<file path="src/rtl/issueque_int.sv">
// Integer issue queue: age-ordered, compacting reservation station that snoops
// the CDB and issues the oldest fully-ready op onto a registered ALU input bus.

module issueque_int_opnd #(
    parameter int TAGW = 6
) (
    input  logic            en_i,
    input  logic            rdy_i,
    input  logic [TAGW-1:0] tag_i,
    input  logic [31:0]     data_i,
    input  logic            cdb_valid_i,
    input  logic [TAGW-1:0] cdb_tag_i,
    input  logic [31:0]     cdb_data_i,
    output logic            rdy_o,
    output logic [31:0]     data_o
);
    logic hit;

    // Only pending operands capture the broadcast; ready values are never overwritten.
    assign hit    = en_i & ~rdy_i & cdb_valid_i & (tag_i == cdb_tag_i);
    assign rdy_o  = rdy_i | hit;
    assign data_o = hit ? cdb_data_i : data_i;
endmodule

module issueque_int #(
    parameter int DEPTH = 4,
    parameter int TAGW  = 6
) (
    input  logic            clk,
    input  logic            reset,
    input  logic            dispatch_en,
    input  logic [3:0]      dispatch_opcode,
    input  logic [TAGW-1:0] dispatch_rstag,
    input  logic [31:0]     dispatch_rsdata,
    input  logic            dispatch_rsvalid,
    input  logic [TAGW-1:0] dispatch_rttag,
    input  logic [31:0]     dispatch_rtdata,
    input  logic            dispatch_rtvalid,
    input  logic [TAGW-1:0] dispatch_rdtag,
    output logic            issueque_full,
    input  logic            cdb_valid,
    input  logic [TAGW-1:0] cdb_tag,
    input  logic [31:0]     cdb_data,
    input  logic            issue_stall,
    input  logic            flush,
    output logic            issueint_valid,
    output logic [3:0]      issueint_opcode,
    output logic [31:0]     issueint_rsdata,
    output logic [31:0]     issueint_rtdata,
    output logic [TAGW-1:0] issueint_rdtag
);
    localparam int IW = $clog2(DEPTH);
    localparam int CW = $clog2(DEPTH + 1);

    typedef struct packed {
        logic            valid;
        logic [3:0]      opcode;
        logic [TAGW-1:0] rstag;
        logic [31:0]     rsdata;
        logic            rsrdy;
        logic [TAGW-1:0] rttag;
        logic [31:0]     rtdata;
        logic            rtrdy;
        logic [TAGW-1:0] rdtag;
    } ent_t;

    ent_t [DEPTH-1:0]       ent_q, ent_d, ent_w;
    ent_t [DEPTH:0]         ent_x;
    ent_t                   disp_ent, sel_ent;
    logic [CW-1:0]          count_q, count_d, cnt_after;
    logic                   full_q, full_d;
    logic                   out_vld_q, out_vld_d;
    logic [3:0]             out_op_q, out_op_d;
    logic [31:0]            out_rs_q, out_rs_d;
    logic [31:0]            out_rt_q, out_rt_d;
    logic [TAGW-1:0]        out_rd_q, out_rd_d;
    logic [DEPTH-1:0]       rdy_vec, wk_rsrdy, wk_rtrdy;
    logic [DEPTH-1:0][31:0] wk_rsdata, wk_rtdata;
    logic [IW-1:0]          sel_idx;
    logic                   any_rdy, issue, accept;
    logic                   byp_rsrdy, byp_rtrdy;
    logic [31:0]            byp_rsdata, byp_rtdata;

    for (genvar g = 0; g < DEPTH; g++) begin : g_ent
        issueque_int_opnd #(.TAGW(TAGW)) u_rs (
            .en_i(ent_q[g].valid), .rdy_i(ent_q[g].rsrdy), .tag_i(ent_q[g].rstag),
            .data_i(ent_q[g].rsdata), .cdb_valid_i(cdb_valid), .cdb_tag_i(cdb_tag),
            .cdb_data_i(cdb_data), .rdy_o(wk_rsrdy[g]), .data_o(wk_rsdata[g])
        );
        issueque_int_opnd #(.TAGW(TAGW)) u_rt (
            .en_i(ent_q[g].valid), .rdy_i(ent_q[g].rtrdy), .tag_i(ent_q[g].rttag),
            .data_i(ent_q[g].rtdata), .cdb_valid_i(cdb_valid), .cdb_tag_i(cdb_tag),
            .cdb_data_i(cdb_data), .rdy_o(wk_rtrdy[g]), .data_o(wk_rtdata[g])
        );
    end

    // Same-cycle bypass for the dispatching op's pending operands.
    issueque_int_opnd #(.TAGW(TAGW)) u_byp_rs (
        .en_i(1'b1), .rdy_i(dispatch_rsvalid), .tag_i(dispatch_rstag),
        .data_i(dispatch_rsdata), .cdb_valid_i(cdb_valid), .cdb_tag_i(cdb_tag),
        .cdb_data_i(cdb_data), .rdy_o(byp_rsrdy), .data_o(byp_rsdata)
    );
    issueque_int_opnd #(.TAGW(TAGW)) u_byp_rt (
        .en_i(1'b1), .rdy_i(dispatch_rtvalid), .tag_i(dispatch_rttag),
        .data_i(dispatch_rtdata), .cdb_valid_i(cdb_valid), .cdb_tag_i(cdb_tag),
        .cdb_data_i(cdb_data), .rdy_o(byp_rtrdy), .data_o(byp_rtdata)
    );

    always_comb begin
        disp_ent        = '0;
        disp_ent.valid  = 1'b1;
        disp_ent.opcode = dispatch_opcode;
        disp_ent.rstag  = dispatch_rstag;
        disp_ent.rsdata = byp_rsdata;
        disp_ent.rsrdy  = byp_rsrdy;
        disp_ent.rttag  = dispatch_rttag;
        disp_ent.rtdata = byp_rtdata;
        disp_ent.rtrdy  = byp_rtrdy;
        disp_ent.rdtag  = dispatch_rdtag;
    end

    // Readiness uses registered state only, so a wakeup is visible one cycle later.
    always_comb begin
        rdy_vec = '0;
        sel_idx = '0;
        sel_ent = '0;
        for (int i = DEPTH - 1; i >= 0; i--) begin
            rdy_vec[i] = ent_q[i].valid & ent_q[i].rsrdy & ent_q[i].rtrdy;
            if (rdy_vec[i]) begin
                sel_idx = IW'(i);
                sel_ent = ent_q[i];
            end
        end
        any_rdy = |rdy_vec;
        issue   = any_rdy & ~issue_stall & ~flush;
    end

    always_comb begin
        for (int i = 0; i < DEPTH; i++) begin
            ent_w[i]        = ent_q[i];
            ent_w[i].rsrdy  = wk_rsrdy[i];
            ent_w[i].rsdata = wk_rsdata[i];
            ent_w[i].rtrdy  = wk_rtrdy[i];
            ent_w[i].rtdata = wk_rtdata[i];
        end
        ent_x[DEPTH-1:0] = ent_w;
        ent_x[DEPTH]     = '0;
    end

    // Compact over the issued slot, then append the new op at the new tail.
    always_comb begin
        accept    = dispatch_en & ~full_q & ~flush;
        cnt_after = count_q - CW'(issue);
        ent_d     = ent_w;
        for (int i = 0; i < DEPTH; i++) begin
            if (issue && (IW'(i) >= sel_idx)) ent_d[i] = ent_x[i+1];
            else                              ent_d[i] = ent_x[i];
            if (accept && (CW'(i) == cnt_after)) ent_d[i] = disp_ent;
            if (flush) ent_d[i].valid = 1'b0;
        end
        count_d = flush ? '0 : cnt_after + CW'(accept);
        full_d  = (count_d == CW'(DEPTH));
    end

    always_comb begin
        out_vld_d = out_vld_q;
        out_op_d  = out_op_q;
        out_rs_d  = out_rs_q;
        out_rt_d  = out_rt_q;
        out_rd_d  = out_rd_q;
        if (flush) begin
            out_vld_d = 1'b0;
        end else if (!issue_stall) begin
            out_vld_d = any_rdy;
            if (any_rdy) begin
                out_op_d = sel_ent.opcode;
                out_rs_d = sel_ent.rsdata;
                out_rt_d = sel_ent.rtdata;
                out_rd_d = sel_ent.rdtag;
            end
        end
    end

    always_ff @(posedge clk or negedge reset) begin
        if (!reset) begin
            ent_q     <= '0;
            count_q   <= '0;
            full_q    <= 1'b0;
            out_vld_q <= 1'b0;
            out_op_q  <= '0;
            out_rs_q  <= '0;
            out_rt_q  <= '0;
            out_rd_q  <= '0;
        end else begin
            ent_q     <= ent_d;
            count_q   <= count_d;
            full_q    <= full_d;
            out_vld_q <= out_vld_d;
            out_op_q  <= out_op_d;
            out_rs_q  <= out_rs_d;
            out_rt_q  <= out_rt_d;
            out_rd_q  <= out_rd_d;
        end
    end

    assign issueque_full   = full_q;
    assign issueint_valid  = out_vld_q;
    assign issueint_opcode = out_op_q;
    assign issueint_rsdata = out_rs_q;
    assign issueint_rtdata = out_rt_q;
    assign issueint_rdtag  = out_rd_q;
endmodule
</file>
<file path="config.mk">
export PLATFORM = sky130hd
export DESIGN_NAME = issueque_int
export DESIGN_NICKNAME = d
export VERILOG_FILES = /design/src/rtl/issueque_int.sv
export SDC_FILE = /design/constraint.sdc
export NUM_CORES = 1
export LEC_CHECK = 0
export CORE_UTILIZATION = 55
export CTS_BUF_LIST = sky130_fd_sc_hd__clkbuf_16
export DETAILED_ROUTE_END_ITERATION = 10
export GPL_TIMING_DRIVEN = 0
export PLACE_DENSITY_LB_ADDON = 0.2
export REMOVE_ABC_BUFFERS = 1
export SYNTH_ARGS = -nofsm -noshare
export SYNTH_HDL_FRONTEND = slang
export SYNTH_SLANG_ARGS = --single-unit
</file>
<file path="constraint.sdc">
create_clock -name clk -period 7.6 [get_ports clk]
set_clock_uncertainty 0.05 [all_clocks]
set_input_delay 1.52 -clock clk [delete_from_list [all_inputs] [get_ports clk]]
set_output_delay 1.52 -clock clk [all_outputs]
set_load 0.05 [all_outputs]
</file>
==> metrics <==
status=finished, violations left; violated checks=max-capacitance violations, max-slew violations; crit path DAT=7.69 ns; DR pass1 iterations=9; initial antenna violation count=4; most numerous cell on the critical path=ha_1; sw frac=34.03%; post-synth top area share=44.72%; Congestion Overflow GR=0; die area=45100 um^2; worst-path cell chain=clkdlybuf4s50_1 > or2_1 > a41o_4 > inv_1 > ha_1 > ha_1 > nand2_1 > or4_2 > buf_12 > nand2_4 > buf_16 > o21a_2 > a221oi_1; Slew Limit Headroom=-1.371%; mux cell area share after synthesis=7.484%; RSZ-0062 raised after global routing=no; clock power share=27.0%; setup bufs post-CTS=0; most frequent cells in the layout=dfrtp_1 (435), nand2_1 (212), clkdlybuf4s50_1 (206); FF+latch count, synth=435; Final min period=7.341 ns; fin nets=2686; GRT Total Usage=40.64%; final std cells w/o fill=3175; Filler cells=3309; Int Power=5538 uW; Syn. warnings=0; vias in the first global route=23.20k; layout cell share with drive strength beyond 1=10.63%; Comb pwr share=27.5%; I/O pin cnt=208; simple-gate share of the synthesized area=11.13%; Starting Density=56.14%; Worst-path clk slew=0.06 ns; Slowest-stage cell, CP=o21a_2; Adder-Cell Fraction of Synth Area=0.1028%; maximum VDD drop=0.0002040 V; CTS H-tree depth=2; syn_area_per_cell=9.698 um^2; CTS root buf=clkbuf_16; via count=23.35k; Final GP Congestion=0.8482; cell taking the most area after synthesis=dfrtp_1; first-pass GRT wire length=138800 um; die height=212.4 um; Routed Antenna Nets=0; Syn Std Cell Area=24340 um^2; Vias/cell=7.355; power per cell area=289.6 nW/um^2; DR iter-0 viols=3149; final WL=91750 um; P_sw=2856 uW; Fmax=136.2 MHz; CP max FO=58; Final Hold Fails=0; Compound-Gate Fraction of Synth Area=27.92%; Syn-to-layout area delta=19.09%; post-cts sizing count=0; Synth cell types=57; fin util=66.85%; TritonCTS clock tree=done; Synth Area in XOR/XNOR=2.303%; Cells after DPL=3087; Hold-fix buffers, CTS=0; CP Capture Type=register; # port buffers=207; ys flop type=dfrtp_1; WL/cell=28.90 um; core area=43360 um^2; leakage=0.01167 uW; Slowest Stage Delay on Critical Path=1.21 ns; setup violators final=0; critical path class=input port to register; die width=212.4 um; Min-Delay Path Class=register to register; worst slew pin tran=1.521 ns; Mapped Cells=2510; CTS sink count=435; share of flip-flops with an asynchronous set or reset=100.0%; site row count=76; Final Total Pwr=8394 uW; worst-skew pair later-pin latency=0.62 ns; top post-synthesis cells by area=dfrtp_1 (45%), mux2i_1 (7.5%), o22ai_1 (3.5%); leading cell type in the layout, fill and taps excluded=dfrtp_1; count of pins over their slew limit=33; dpl hpwl=54950 um; Post-synth EDFFs=0; Max clock buf depth=3; final period utilization=96.60%; total CTS buffers=48; Max Cap Viol=1; R2R Setup Slk=1.01 ns; Worst Path Required=7.95 ns; Setup crit start kind=input port; Seq/Total Area, Yosys=44.72%; largest net degree at the start of global routing=115; drt drc=0; largest family of logic cells by synthesized area=compound AO/OA/AOI/OAI gates; Seq pwr share=45.5%
## cell usage after synthesis, types with 37 or more instances
| library cell | n |
|---|---|
| o221a_2 | 52 |
| nor3_1 | 142 |
| a31oi_1 | 47 |
| dfrtp_1 | 435 |
| nand3_1 | 40 |
| a211oi_1 | 65 |
| a221oi_2 | 39 |
| o32ai_1 | 65 |
| o31ai_1 | 72 |
| a21oi_1 | 68 |
| nand2_1 | 216 |
| o211ai_1 | 37 |
| xnor2_1 | 63 |
| buf_2 | 63 |
| clkbuf_1 | 165 |
| a21o_1 | 65 |
| nor2_1 | 173 |
| o22ai_1 | 135 |
| a221oi_1 | 96 |
| mux2i_1 | 182 |
| inv_1 | 71 |
## cell type report
cell class | count | area [um^2] | area share, %
multi-input combinational | 1717 | 12170 | 41.97
sequential | 435 | 10890 | 37.55
timing repair buffer | 279 | 3462 | 11.94
clock buffer | 50 | 1251 | 4.316
tap | 585 | 732.0 | 2.525
inverter | 71 | 266.5 | 0.9194
clock inverter | 36 | 220.2 | 0.7597
antenna | 2 | 5.005 | 0.01727
## power by group through the flow
| stage | sequential (uW) | combinational [uW] | clock, uW |
|---|---|---|---|
| 2_1_floorplan | 3730 | 1540 | 0 |
| 3_3_place_gp | 3780 | 2120 | 0 |
| 3_5_place_dp | 3820 | 2260 | 0 |
| 4_1_cts | 3790 | 2280 | 2260 |
| 5_1_grt | 3910 | 2490 | 2350 |
| 6_report | 3820 | 2310 | 2260 |
## stage by stage
stage	cell area, um^2	setup TNS [ns]	hold slack [ns]	setup WS (ns)
final	28990	0	0.4261	0.2587
after global routing	28990	0	0.4559	0.09734
after CTS	28980	0	0.4287	0.4833
after detailed placement	27510	-1.468	0.4149	-0.1358
after global placement	25870	-	0.4116	-14.78
after floorplan	23070	-680.87	0.4405	-3.561
## metal layers
| metal | part of all wire (%) | global-route usage, % | wire length, um | vias to the layer above |
|---|---|---|---|---|
| met3 | 13 | 10.22 | 11860 | 475 |
| met2 | 44 | 61.55 | 40670 | 1880 |
| met4 | 6.3 | 24.04 | 5778 | 2 |
| met1 | 36 | 52.71 | 33430 | 11370 |
| li1 | - | - | - | 9622 |
| met5 | 0.012 | 0 | 11 | - |
## critical path, delay by kind of cell
family | cells | cell delay [ns]
buffers and inverters | 4 | 1.83
adders and majority gates | 2 | 0.69
AOI/OAI and AO/OA | 3 | 2.04
and+or+nand+nor | 4 | 1.54
## worst paths after layout
| check | start | end | cells after the start |
|---|---|---|---|
| max in group asynchronous | reset | count_q[2]$_DFF_PN0_ | 3 |
| worst max register to register | ent_q[6]$_DFF_PN0_ | ent_q[77]$_DFFE_PN0P_ | 12 |
| min in group asynchronous | reset | issueint_rsdata[21]$_DFFE_PN0N_ | 1 |
| worst min register to register | issueint_rdtag[1]$_DFFE_PN0N_ | issueint_rdtag[1]$_DFFE_PN0N_ | 2 |
| worst max-delay path | flush | ent_q[77]$_DFFE_PN0P_ | 13 |
| worst min-delay path | issueint_rdtag[1]$_DFFE_PN0N_ | issueint_rdtag[1]$_DFFE_PN0N_ | 2 |
## flip-flops by register name, indices dropped and copies added, names as in the netlist
name	cells
issueint_rsdata	32
ent_q	356
issueint_valid	1
count_q	3
issueint_opcode	4
issueint_rtdata	32
issueint_rdtag	6
issueque_full	1
## cell families after synthesis
group | after synthesis
compound gates | 855
xor+xnor | 64
fa+ha+maj | 2
buf+inv | 358
flops | 435
mux | 182
simple gates | 614
Power figures use the tool's default switching activity.
